### config.mk
export PLATFORM = sky130hd
export DESIGN_NAME = dice_craps_engine_flat
export DESIGN_NICKNAME = d
export VERILOG_FILES = /design/src/rtl/dice_craps_engine_if.sv /design/src/rtl/dice_craps_engine.sv /design/src/flat_wrapper.sv
export SDC_FILE = /design/constraint.sdc
export NUM_CORES = 1
export LEC_CHECK = 0
export ABC_AREA = 0
export CORE_ASPECT_RATIO = 1.4
export CORE_MARGIN = 5
export CORE_UTILIZATION = 54
export CTS_CLUSTER_DIAMETER = 120
export DETAILED_ROUTE_END_ITERATION = 7
export PLACE_DENSITY = 0.89
export SKIP_LAST_GASP = 1
export SLEW_MARGIN = 20
export SYNTH_ARGS = -nofsm -noshare
export SYNTH_HDL_FRONTEND = slang
export SYNTH_SLANG_ARGS = --single-unit
### constraint.sdc
create_clock -name clock -period 3.38 [get_ports clock]
set_clock_uncertainty 0.1 [all_clocks]
set_input_delay 0.676 -clock clock [delete_from_list [all_inputs] [get_ports clock]]
set_output_delay 0.676 -clock clock [all_outputs]
set_load 0.05 [all_outputs]
### src/rtl/dice_craps_engine_if.sv
// Player-facing signal bundle for the craps engine.
//   roll        : raw roll button (1 = pressed), asynchronous to clock
//   disp1/disp2 : die segment drives {g,f,e,d,c,b,a}
//   win/lose    : result LEDs
//   point       : established point, 0 when none
//   point_valid : high while a point is being chased
// master = board/bench side driving the button, slave = engine.
interface dice_craps_engine_if #(
  parameter int FACES = 6
);
  localparam int SUMW = $clog2(2 * FACES + 1);

  logic            roll;
  logic [6:0]      disp1;
  logic [6:0]      disp2;
  logic            win;
  logic            lose;
  logic [SUMW-1:0] point;
  logic            point_valid;

  modport master (
    output roll,
    input  disp1, disp2, win, lose, point, point_valid
  );

  modport slave (
    input  roll,
    output disp1, disp2, win, lose, point, point_valid
  );
endinterface

### src/rtl/dice_craps_engine.sv
// Craps game engine: roll-button synchroniser, two free-running dice
// counters, FIRST/POINT/WIN/LOSE game FSM with optional point-phase roll
// limit, and registered 7-segment / LED outputs.
// Ports:
//   clock : system clock
//   reset : synchronous, active-high
//   bus   : dice_craps_engine_if.slave (roll in; disp1, disp2, win, lose,
//           point, point_valid out). Interface FACES must match this FACES.
module dice_craps_engine #(
  parameter int FACES          = 6,
  parameter int MAX_ROLLS      = 0,
  parameter bit SEG_ACTIVE_LOW = 1
) (
  input  logic               clock,
  input  logic               reset,
  dice_craps_engine_if.slave bus
);
  localparam int SUMW = $clog2(2 * FACES + 1);
  localparam int DW   = $clog2(FACES + 1);
  localparam int CNTW = (MAX_ROLLS > 0) ? $clog2(MAX_ROLLS + 1) : 1;

  localparam logic [DW-1:0]   DIE_ONE  = DW'(1);
  localparam logic [DW-1:0]   DIE_MAX  = DW'(FACES);
  localparam logic [CNTW-1:0] LIMIT_M1 = CNTW'((MAX_ROLLS > 0) ? MAX_ROLLS - 1 : 0);
  localparam logic [6:0]      BLANK    = SEG_ACTIVE_LOW ? 7'h7F : 7'h00;

  typedef enum logic [1:0] {S_FIRST, S_POINT, S_WIN, S_LOSE} state_t;

  state_t          state;
  logic            sync1, roll_s, roll_d;
  logic            rel;
  logic [DW-1:0]   die1, die2;
  logic [SUMW-1:0] sum;
  logic [4:0]      sum_w;
  logic            natural, craps;
  logic [SUMW-1:0] point_q;
  logic [CNTW-1:0] rollcnt;
  logic            win_q, lose_q, pv_q;
  logic [6:0]      disp1_q, disp2_q;

  function automatic logic [6:0] seg(input logic [DW-1:0] v);
    logic [6:0] s;
    case (4'(v))
      4'd1:    s = 7'h06;
      4'd2:    s = 7'h5B;
      4'd3:    s = 7'h4F;
      4'd4:    s = 7'h66;
      4'd5:    s = 7'h6D;
      4'd6:    s = 7'h7D;
      4'd7:    s = 7'h07;
      4'd8:    s = 7'h7F;
      4'd9:    s = 7'h6F;
      default: s = 7'h00;
    endcase
    return SEG_ACTIVE_LOW ? ~s : s;
  endfunction

  always_ff @(posedge clock) begin
    if (reset) begin
      sync1  <= 1'b0;
      roll_s <= 1'b0;
      roll_d <= 1'b0;
    end else begin
      sync1  <= bus.roll;
      roll_s <= sync1;
      roll_d <= roll_s;
    end
  end

  assign rel = roll_d & ~roll_s;

  // die2 carries off die1's wrap, so the pair behaves as one base-FACES counter.
  always_ff @(posedge clock) begin
    if (reset) begin
      die1 <= DIE_ONE;
      die2 <= DIE_ONE;
    end else if (roll_s) begin
      if (die1 == DIE_MAX) begin
        die1 <= DIE_ONE;
        die2 <= (die2 == DIE_MAX) ? DIE_ONE : die2 + DIE_ONE;
      end else begin
        die1 <= die1 + DIE_ONE;
      end
    end
  end

  assign sum = SUMW'(die1) + SUMW'(die2);

  // Compare in a fixed 5-bit space: with small FACES, SUMW is too narrow
  // to hold 7 or 11, and truncating those constants would alias real sums.
  assign sum_w   = 5'(sum);
  assign natural = (sum_w == 5'd7) || (sum_w == 5'd11);
  assign craps   = (sum_w == 5'd2) || (sum_w == 5'd3) || (sum_w == 5'(2 * FACES));

  always_ff @(posedge clock) begin
    if (reset) begin
      state   <= S_FIRST;
      win_q   <= 1'b0;
      lose_q  <= 1'b0;
      pv_q    <= 1'b0;
      point_q <= '0;
      rollcnt <= '0;
      disp1_q <= BLANK;
      disp2_q <= BLANK;
    end else if (rel) begin
      disp1_q <= seg(die1);
      disp2_q <= seg(die2);
      case (state)
        S_FIRST: begin
          if (natural) begin
            state <= S_WIN;
            win_q <= 1'b1;
          end else if (craps) begin
            state  <= S_LOSE;
            lose_q <= 1'b1;
          end else begin
            state   <= S_POINT;
            pv_q    <= 1'b1;
            point_q <= sum;
            rollcnt <= '0;
          end
        end
        S_POINT: begin
          if (sum == point_q) begin
            state <= S_WIN;
            win_q <= 1'b1;
            pv_q  <= 1'b0;
          end else if (sum_w == 5'd7 ||
                       (MAX_ROLLS > 0 && rollcnt == LIMIT_M1)) begin
            state  <= S_LOSE;
            lose_q <= 1'b1;
            pv_q   <= 1'b0;
          end else begin
            rollcnt <= rollcnt + CNTW'(1);
          end
        end
        default: ;
      endcase
    end
  end

  assign bus.disp1       = disp1_q;
  assign bus.disp2       = disp2_q;
  assign bus.win         = win_q;
  assign bus.lose        = lose_q;
  assign bus.point       = point_q;
  assign bus.point_valid = pv_q;
endmodule

### src/flat_wrapper.sv
// flat-port wrapper written by rule: the top's interface ports become plain ports
module dice_craps_engine_flat 
#(
  parameter int FACES          = 6,
  parameter int MAX_ROLLS      = 0,
  parameter bit SEG_ACTIVE_LOW = 1
)
  (clock, reset, bus_roll, bus_disp1, bus_disp2, bus_win, bus_lose, bus_point, bus_point_valid);
  dice_craps_engine_if #(.FACES(FACES)) bus_i ();
  input  logic clock;
  input  logic reset;
  input wire logic [$bits(bus_i.roll)-1:0] bus_roll;
  output wire logic [$bits(bus_i.disp1)-1:0] bus_disp1;
  output wire logic [$bits(bus_i.disp2)-1:0] bus_disp2;
  output wire logic [$bits(bus_i.win)-1:0] bus_win;
  output wire logic [$bits(bus_i.lose)-1:0] bus_lose;
  output wire logic [$bits(bus_i.point)-1:0] bus_point;
  output wire logic [$bits(bus_i.point_valid)-1:0] bus_point_valid;
  assign bus_i.roll = bus_roll;
  assign bus_disp1 = bus_i.disp1;
  assign bus_disp2 = bus_i.disp2;
  assign bus_win = bus_i.win;
  assign bus_lose = bus_i.lose;
  assign bus_point = bus_i.point;
  assign bus_point_valid = bus_i.point_valid;
  dice_craps_engine #(.FACES(FACES), .MAX_ROLLS(MAX_ROLLS), .SEG_ACTIVE_LOW(SEG_ACTIVE_LOW)) u_core (.clock(clock), .reset(reset), .bus(bus_i));
endmodule
==> metrics.md <==
| Metric | Value |
|---|---|
| Status | completed |
| Buffers added on ports | 23 |
| Dominant cells by area after synthesis | dfxtp_1 (38%), o21ai_0 (5.9%), ha_1 (5.2%) |
| Post-CTS setup buffers | 0 |
| Crit path kind | reg -> reg |
| Synth Area in Simple Gates | 20.2% |
| Drt first-iter violations | 71 |
| Diode count | 0 |
| Max-cap violations | 0 |
| RSZ-0062 raised after global routing | false |
| Die Y | 76.4 um |
| PostCTS Resize Cnt | 0 |
| CTS clk-pin slew, worst paths | 0.06 ns |
| Final period util | 79.9% |
| Adder-Cell Fraction of Synth Area | 6.33% |
| Final hold viol count | 0 |
| Hold worst-path end | u_core.roll_s$_SDFF_PP0_ |
| DR DRC count | 0 |
| Post-synth top flop | dfxtp_1 |
| Max Slew Vio Count | 0 |
| Startpoint Class | flip-flop |
| RR Startpoint | u_core.die1[0]$_SDFFE_PP1P_ |
| Routed vias/inst | 5.86 |
| Hold Path Class | reg -> reg |
| Wire per inst | 14.4 um |
| WP data required | 3.42 ns |
| Area delta synth->final | 19.4% |
| Worst vdd ir | 0.000342 V |
| Tmin final | 2.70 ns |
| Nets@finish | 229 |
| Tot GR Track Use | 18.8% |
| DRT Pass-1 Iters | 4 |
| Critical path capture point type | flip-flop |
| Most frequent cell after synthesis | dfxtp_1 |
| Post-synth EDFFs | 0 |
| Setup TNS | 0 ns |
| Post-synthesis compound-gate area fraction | 24.0% |
| Leakage | 0.788 nW |
| Via count | 1505 |
| Detailed placement HPWL | 2720 um |
| Setup Viol. Count Final | 0 |
| Synth cell types | 45 |
| Final wirelength | 3690 um |
| # IOs | 24 |
| Synth Area in XOR/XNOR | 4.12% |
| FF-to-FF End | u_core.bus.point_valid$_SDFFE_PP0P_ |
| Antenna violations before repair | 0 |
| Synthesized cell area | 0.00170 mm2 |
| Synth cell count leaders | dfxtp_1 (32), o21ai_0 (20), nor2_1 (16) |
| Clock sinks | 32 |
| Post-Synthesis Cells | 197 |
| Seq/Total Area, Yosys | 37.7% |
| Inserted Clock Buffers | 5 |
| Max Freq | 0.370 GHz |
| Largest family of logic cells by synthesized area | compound AO/OA/AOI/OAI gates |
| Vias in the first global route | 1566 |
| Synth area leader | dfxtp_1 |
| Hold Startpoint | u_core.sync1$_SDFF_PP0_ |
| Htree depth | 2 |
| Share of cells above drive strength 1 | 6.42% |
| Initial cell density of the core | 55.5% |
| Mux contribution to synthesized area | 3.61% |
| Slew headroom | 57.8% |
| Data arrival, critical path | 2.74 ns |
| Core area | 0.00306 mm2 |
| Total Power | 0.797 mW |
| PD cells | 393 mW/mm2 |
| Total grt overflow | 0 |
| Full die area | 0.00439 mm2 |
| Worst-case reg-to-reg path depth | 7 |
| Clk buf depth | 2 |
| Worst skew pair latency | 0.28 ns |
| Post-synth ARST share | 0% |
| Routed Antenna Nets | 0 |
| Mapped Avg Cell Area | 8.63 um2 |
| Rows | 24 |
| Seq cells post-synth | 32 |
| Syn_nets | 208 |
| Worst Setup Slack, final | 0.680 ns |
| CTS root buffer | clkbuf_8 |
| GP Congestion | 0.870 |
| Die Wd | 57.4 um |
| R2R Setup Slk | 0.68 ns |
| Largest net degree at the start of global routing | 21 |
| Yosys top cell area share | 37.7% |
| First-pass GRT wire length | 6730 um |
| CTS tree | yes |
| Worst-margin pin slew | 0.631 ns |
| WHS Path Cells | 1 |
| CTS Hold Bufs | 0 |
| DP Worst Slack | 0.693 ns |
| Maximum fanout along the worst path | 9 |
| Synthesis Warnings | 0 |
per-layer routing:
| metal | vias to the layer above | GRT usage, % | share of wire (%) |
|---|---|---|---|
| met3 | 6 | 5.76 | 3.1 |
| met4 | 0 | 9.28 | 1.1 |
| li1 | 747 | - | - |
| met2 | 27 | 32.0 | 54 |
| met5 | - | 0 | 0 |
| met1 | 725 | 20.5 | 42 |
cell families after synthesis:
group / after synthesis
buffers and inverters: 18
adders and majority gates: 8
muxes: 6
DFF: 32
AOI/OAI and AO/OA: 60
and+or+nand+nor: 65
xor gates and xnor gates: 8
worst max path at each step:
stage                                      from                             endpoint  slack [ns]  depth (start not counted)
floorplan           u_core.die1[0]$_SDFFE_PP1P_  u_core.bus.point_valid$_SDFFE_PP0P_        0.98                          7
global placement    u_core.die2[0]$_SDFFE_PP1P_  u_core.bus.point_valid$_SDFFE_PP0P_        0.80                          7
detailed placement  u_core.die2[0]$_SDFFE_PP1P_  u_core.bus.point_valid$_SDFFE_PP0P_        0.69                          7
CTS                 u_core.die2[0]$_SDFFE_PP1P_  u_core.bus.point_valid$_SDFFE_PP0P_        0.69                          7
global route        u_core.die2[0]$_SDFFE_PP1P_     u_core.bus.point[2]$_SDFFE_PP0P_        0.47                          7
finish              u_core.die1[0]$_SDFFE_PP1P_  u_core.bus.point_valid$_SDFFE_PP0P_        0.68                          7
per-stage QoR:
stage	cells	hold WS, ns	cell area (um2)	util (%)
global route	257	0.374	2030	66.3
floorplan	197	0.314	1700	-
finish	257	0.348	2030	66.3
CTS	257	0.352	2030	66.3
global placement	250	0.343	1950	63.7
detailed placement	250	0.326	1950	63.7
cell type report:
type | instances | area [um2]
sequential | 32 | 641
multi-input combinational | 147 | 991
clock inverter | 1 | 5.00
timing repair buffer | 25 | 245
inverter | 7 | 26.3
fill | 271 | 1030
clock buffer | 6 | 72.6
tap | 39 | 48.8
critical path: stages (launching register included):
cell and delay [ns]:
dfxtp_1 0.48, ha_1 0.26, fa_1 0.54, or3_1 0.38, mux2i_1 0.24, mux2_2 0.25, mux2i_1 0.18, o221ai_1 0.12
power by group:
group | leakage (nW) | switching [mW] | total [mW] | internal [mW]
sequential | 0.260 | 0.0130 | 0.402 | 0.389
clock | 0.0410 | 0.128 | 0.268 | 0.140
combinational | 0.486 | 0.0781 | 0.128 | 0.0494
total | 0.788 | 0.219 | 0.797 | 0.578
state kept, by name, indices dropped and copies added (netlist names):
register	cells
u_core.roll_d	1
u_core.sync1	1
u_core.state	2
u_core.bus.win	1
u_core.bus.disp1	7
u_core.roll_s	1
u_core.bus.point	4
u_core.die1	3
u_core.bus.lose	1
u_core.die2	3
u_core.bus.point_valid	1
u_core.bus.disp2	7
layout by cell type (no fill, tap or decap), types with 2 or more instances in the layout:
cell and instances:
mux2i_1 5, nor3b_1 2, a21oi_1 12, nor2b_1 9, xor2_1 6, nand2b_1 8, nor2_1 16, a211o_1 5
a311oi_1 2, a221o_1 5, buf_4 2, inv_1 7, clkbuf_8 5, dfxtp_1 32, or3_1 2, o211ai_1 2
xnor2_1 2, o21ai_0 20, ha_1 7, nand3_1 5, a211oi_1 3, nor3_1 4, nand2_1 10, clkdlybuf4s50_1 23
Note: power is estimated with default switching activity, not from simulation.
